--- config.mk ---
export PLATFORM = sky130hd
export DESIGN_NAME = npc_lsu
export DESIGN_NICKNAME = d
export VERILOG_FILES = /design/src/rtl/npc_lsu.sv
export SDC_FILE = /design/constraint.sdc
export NUM_CORES = 1
export LEC_CHECK = 0
export BUFFER_PORTS_ARGS = -buffer_cell sky130_fd_sc_hd__buf_4
export CAP_MARGIN = 20
export CORE_MARGIN = 1.5
export CORE_UTILIZATION = 50
export DETAILED_ROUTE_END_ITERATION = 10
export PLACE_DENSITY = 0.82
export SETUP_SLACK_MARGIN = 0.02
export SLEW_MARGIN = 20
export SYNTH_ARGS = -nofsm -noshare
export SYNTH_HDL_FRONTEND = slang
export SYNTH_SLANG_ARGS = --single-unit
--- constraint.sdc ---
create_clock -name clk -period 5.4 [get_ports clk]
set_input_delay 0.81 -clock clk [delete_from_list [all_inputs] [get_ports clk]]
set_output_delay 0.81 -clock clk [all_outputs]
set_load 0.01 [all_outputs]
--- src/rtl/npc_lsu.sv ---
// Load/store unit for the npc core: alignment check, byte-lane steering and load extension,
// one transaction at a time over a valid/ready memory port with an optional timeout.
module npc_lsu #(
  parameter int unsigned XLEN    = 64,
  parameter int unsigned ADDR_W  = 64,
  parameter int unsigned TIMEOUT = 255
) (
  input  logic              clk,
  input  logic              rst_n,
  input  logic              req_valid,
  output logic              req_ready,
  input  logic              req_we,
  input  logic [1:0]        req_size,
  input  logic              req_unsigned,
  input  logic [ADDR_W-1:0] req_addr,
  input  logic [XLEN-1:0]   req_wdata,
  output logic              resp_valid,
  input  logic              resp_ready,
  output logic [XLEN-1:0]   resp_rdata,
  output logic [1:0]        resp_err,
  output logic              mem_valid,
  input  logic              mem_ready,
  output logic              mem_we,
  output logic [ADDR_W-1:0] mem_addr,
  output logic [XLEN-1:0]   mem_wdata,
  output logic [XLEN/8-1:0] mem_wmask,
  input  logic [XLEN-1:0]   mem_rdata
);

  localparam int unsigned NB   = XLEN / 8;
  localparam int unsigned OFFW = $clog2(NB);
  localparam int unsigned CntW = (TIMEOUT > 1) ? $clog2(TIMEOUT) : 1;

  typedef enum logic [1:0] {StIdle, StMem, StResp} state_e;

  state_e              state_q, state_d;
  logic [ADDR_W-1:0]   addr_q;
  logic [XLEN-1:0]     wdata_q;
  logic [NB-1:0]       wmask_q;
  logic                we_q;
  logic [OFFW-1:0]     off_q;
  logic [1:0]          size_q;
  logic                uns_q;
  logic [CntW-1:0]     cnt_q, cnt_d;
  logic [XLEN-1:0]     rdata_q, rdata_d;
  logic [1:0]          err_q, err_d;
  logic                launch;

  // Request decode
  logic [OFFW-1:0]     off;
  logic [2:0]          align_mask;
  logic [7:0]          be_raw;
  logic                misaligned;
  logic                illegal;
  logic [NB-1:0]       wmask_new;
  logic [XLEN-1:0]     wdata_new;
  logic [ADDR_W-1:0]   addr_new;

  assign off = req_addr[OFFW-1:0];

  always_comb begin
    align_mask = 3'b111;
    be_raw     = 8'hFF;
    unique case (req_size)
      2'd0: begin align_mask = 3'b000; be_raw = 8'h01; end
      2'd1: begin align_mask = 3'b001; be_raw = 8'h03; end
      2'd2: begin align_mask = 3'b011; be_raw = 8'h0F; end
      default: begin align_mask = 3'b111; be_raw = 8'hFF; end
    endcase
  end

  assign misaligned = |(off & align_mask[OFFW-1:0]);
  assign illegal    = (XLEN == 32) && (req_size == 2'd3);
  assign wmask_new  = NB'(be_raw) << off;
  assign wdata_new  = req_wdata << {off, 3'b000};
  assign addr_new   = {req_addr[ADDR_W-1:OFFW], {OFFW{1'b0}}};

  // Load extraction: bring the addressed lane to bit 0, then sign/zero-extend
  logic [XLEN-1:0] shifted;
  logic [XLEN-1:0] keep_mask;
  logic            sign_bit;
  logic [XLEN-1:0] ext_data;

  assign shifted = mem_rdata >> {off_q, 3'b000};

  always_comb begin
    keep_mask = '1;
    sign_bit  = shifted[XLEN-1];
    unique case (size_q)
      2'd0: begin keep_mask = XLEN'(8'hFF);         sign_bit = shifted[7];  end
      2'd1: begin keep_mask = XLEN'(16'hFFFF);      sign_bit = shifted[15]; end
      2'd2: begin keep_mask = XLEN'(32'hFFFF_FFFF); sign_bit = shifted[31]; end
      default: begin keep_mask = '1; sign_bit = shifted[XLEN-1]; end
    endcase
    ext_data = (shifted & keep_mask) | ((sign_bit && !uns_q) ? ~keep_mask : '0);
  end

  logic timeout_hit;
  assign timeout_hit = (TIMEOUT != 0) && (cnt_q == CntW'(TIMEOUT - 1));

  always_comb begin
    state_d = state_q;
    cnt_d   = cnt_q;
    rdata_d = rdata_q;
    err_d   = err_q;
    launch  = 1'b0;
    unique case (state_q)
      StIdle: begin
        if (req_valid) begin
          if (misaligned || illegal) begin
            state_d = StResp;
            err_d   = 2'b01;
            rdata_d = '0;
          end else begin
            state_d = StMem;
            cnt_d   = '0;
            launch  = 1'b1;
          end
        end
      end
      StMem: begin
        cnt_d = cnt_q + CntW'(1);
        // mem_ready takes priority over a simultaneous timeout
        if (mem_ready) begin
          state_d = StResp;
          err_d   = 2'b00;
          rdata_d = we_q ? '0 : ext_data;
        end else if (timeout_hit) begin
          state_d = StResp;
          err_d   = 2'b10;
          rdata_d = '0;
        end
      end
      StResp: begin
        if (resp_ready) state_d = StIdle;
      end
      default: state_d = StIdle;
    endcase
  end

  always_ff @(posedge clk or negedge rst_n) begin
    if (!rst_n) begin
      state_q <= StIdle;
      addr_q  <= '0;
      wdata_q <= '0;
      wmask_q <= '0;
      we_q    <= 1'b0;
      off_q   <= '0;
      size_q  <= '0;
      uns_q   <= 1'b0;
      cnt_q   <= '0;
      rdata_q <= '0;
      err_q   <= '0;
    end else begin
      state_q <= state_d;
      cnt_q   <= cnt_d;
      rdata_q <= rdata_d;
      err_q   <= err_d;
      if (launch) begin
        addr_q  <= addr_new;
        wdata_q <= wdata_new;
        wmask_q <= wmask_new;
        we_q    <= req_we;
        off_q   <= off;
        size_q  <= req_size;
        uns_q   <= req_unsigned;
      end
    end
  end

  assign req_ready  = (state_q == StIdle);
  assign mem_valid  = (state_q == StMem);
  assign resp_valid = (state_q == StResp);
  assign mem_we     = we_q;
  assign mem_addr   = addr_q;
  assign mem_wdata  = wdata_q;
  assign mem_wmask  = wmask_q;
  assign resp_rdata = rdata_q;
  assign resp_err   = err_q;

endmodule
==> reports/qor.csv <==
metric;value;unit
element type at the critical path end;flop;
die width;156.8;um
fraction of layout cells with a size suffix above 1;38.47;%
Final setup viols;0;
startpoint class of the critical path;flop;
post-route ant nets;0;
Num CTS Buffers;24;
Die ar.;0.02459;mm^2
#FFs+latches synth;216;
H-Tree Depth;1;
power per cell area;526.5;mW/mm^2
VDD IR max;0.3172;mV
Area growth syn-to-layout;33.04;%
crit path launch;off_q[2];
clock slew at reported path FFs;0.06;ns
CP Max Fanout;34;
first-pass GRT wire length;58410;um
area of the multi-input gates;0.005932;mm^2
number of top-level pins;407;
highest clock rate;321.8;MHz
Seq/Total Area, Yosys;45.69;%
Post-synth EDFFs;0;
cell chain of the critical path;nand2b_1 -> a211oi_1 -> a2111oi_4 -> a311oi_4 -> buf_4 -> o311ai_1;
yosys warns;0;
Die Height;156.8;um
latest clock arrival within the worst-skew pair;0.51;ns
Req. time, crit path;5.73;ns
Synth Instances;1163;
Final nets;1704;
final-report hold violation count;0;
Placer Congestion;0.9130;
reg2reg start;off_q[2];
# rows;56;
largest net degree at the start of global routing;140;
Period Utilization, post-route;57.55;%
P_leak;0.007560;uW
critical path arrival;3.44;ns
max-cap violations;0;
Vias;10830;
fillcell total;1823;
Pwr Total;8287;uW
Initial Util;50.70;%
CTS tree;done;
post-CTS setup buffer count;0;
Synth Flop Type;dfrtp_1;
routed wire length;39230;um
TritonRoute pass-1 iters;5;
Async SR Flop Fraction;100.0;%
hpwl dp;28060;um
Slew HR;30.74;%
initial DRC count;895;
Syn Area/Cell;10.17;um^2
status;complete, no violations;
Setup TNS Final;0;ns
cells on worst reg2reg path;6;
Hold-fix buffers, CTS;0;
Crit Path Class;flop to flop;
I/O Buffers;403;
Netlist cell types;66;
Routed wire per std cell;21.33;um
reg2reg setup slack;2.29;ns
Worst-Margin Slew;1.039;ns
Post-Syn Area;0.01183;mm^2
Max Slew Vio Count;0;
initial antenna violation count;2;
Period minus WS final;3.108;ns
clock skew;0.01108;ns
register area;0.005410;mm^2
vias in the first global route;10485;
root buffer cell;clkbuf_16;
Core ar.;0.02333;mm^2
cells resized by post-CTS repair;0;
DRC Markers;0;
unrepaired setup endpoints after global routing;false;
clk sinks;216;
vias per cell;5.889;
Clock Tree Buf Depth;3;
Total GRT Usage;30.63;%
global route overflow;0;
Hold Path Class;input pin to async pin;
max incr delay on CP;0.70;ns
RR Endpoint;resp_rdata[55];
Critical-path top delay cell;a211oi_1;
-- synth_stat cells, drive strengths merged, types with 17 or more instances --
master / n / area share [%]
o31ai: 20 / 1.3
nor2: 60 / 1.9
mux2i: 85 / 7.2
nand2: 179 / 5.7
dfrtp: 216 / 46
buf: 45 / 2.2
a21o: 17 / 1.1
a21oi: 59 / 2.5
clkbuf: 59 / 1.9
o211ai: 26 / 1.6
mux2: 90 / 8.6
o21ai: 95 / 4.0
mux4: 18 / 3.4
-- cell usage in the layout (no fill, tap or decap), types with 12 or more instances in the layout --
| master | count |
|---|---|
| buf_4 | 411 |
| dfrtp_1 | 214 |
| nand2_1 | 179 |
| mux2_2 | 89 |
| mux2i_1 | 85 |
| o21ai_0 | 72 |
| nor2_1 | 60 |
| a21oi_1 | 59 |
| o211ai_1 | 26 |
| clkbuf_16 | 25 |
| o21ai_1 | 23 |
| o31ai_1 | 19 |
| mux4_2 | 18 |
| a21o_1 | 17 |
| o21a_1 | 16 |
| a211oi_1 | 15 |
| nand3_1 | 14 |
| nor2b_1 | 12 |
-- report_power, final --
group          switching [uW]  internal, uW
combinational            1910          1800
clock                     677           984
sequential                625          2290
total                    3220          5070
-- layout make-up --
type	count	share of cell area [%]
Clock buffer	31	4.309
Inverter	12	0.2862
Clock inverter	12	0.7711
Multi-Input combinational cell	833	37.69
Antenna cell	2	0.03180
Timing Repair Buffer	414	20.00
Tap cell	319	2.536
Sequential cell	216	34.37
-- worst max-delay path by stage --
stage                     endpoint  cells past startpoint  slack [ns]
detailed placement  resp_rdata[55]                      6        2.07
global placement    resp_rdata[41]                      5        2.12
floorplan           resp_rdata[23]                      9        3.01
global route        resp_rdata[55]                      7        2.09
CTS                 resp_rdata[55]                      6        2.07
finish              resp_rdata[55]                      6        2.29
-- registers in the layout (all words and copies together) (netlist names) --
signal      flops
state_q         2
off_q           3
resp_rdata     64
mem_we          1
cnt_q           8
mem_wmask       8
mem_addr       61
size_q          2
uns_q           1
mem_wdata      64
resp_err        2
-- critical path, delay by kind of cell, from the launching register on --
family          cells  cell delay (ns)
buf+inv             1             0.41
flops               1             0.66
simple gates        1             0.58
compound gates      4             1.27
-- routing by layer --
layer / up-vias / GRT usage [%] / part of all wire [%]
met5: - / 0 / 0
met1: 5244 / 37.28 / 37
met3: 106 / 6.480 / 9.0
li1: 4902 / - / -
met2: 578 / 52.63 / 50
met4: 0 / 12.83 / 3.7
-- stage by stage --
stage	utilization, %	setup slack [ns]	hold slack [ns]	cells	instance area, um^2
2_1_floorplan	-	3.013	0.4995	1165	11840
3_3_place_gp	63.82	2.120	0.4621	1793	14890
3_5_place_dp	63.88	2.072	0.4662	1793	14910
4_1_cts	67.31	2.074	0.4603	1836	15710
5_1_grt	67.46	2.094	0.1830	1839	15740
6_report	67.46	2.292	0.1745	1839	15740
-- cells by family (layout without fill, tap and decap cells) --
logic type | Yosys count | in the layout | synth area share, %
multiplexers | 193 | 193 | 19.19
adder cells (fa/ha/maj) | 2 | 2 | 0.2115
XOR/XNOR | 2 | 2 | 0.1481
buffers and inverters | 116 | 469 | 4.410
AO/OA/AOI/OAI | 336 | 336 | 19.55
AND/OR/NAND/NOR | 297 | 297 | 10.78
other | 1 | 5 | 0.03170
flip-flops | 216 | 216 | 45.69
(Power assumes the default switching activity.)
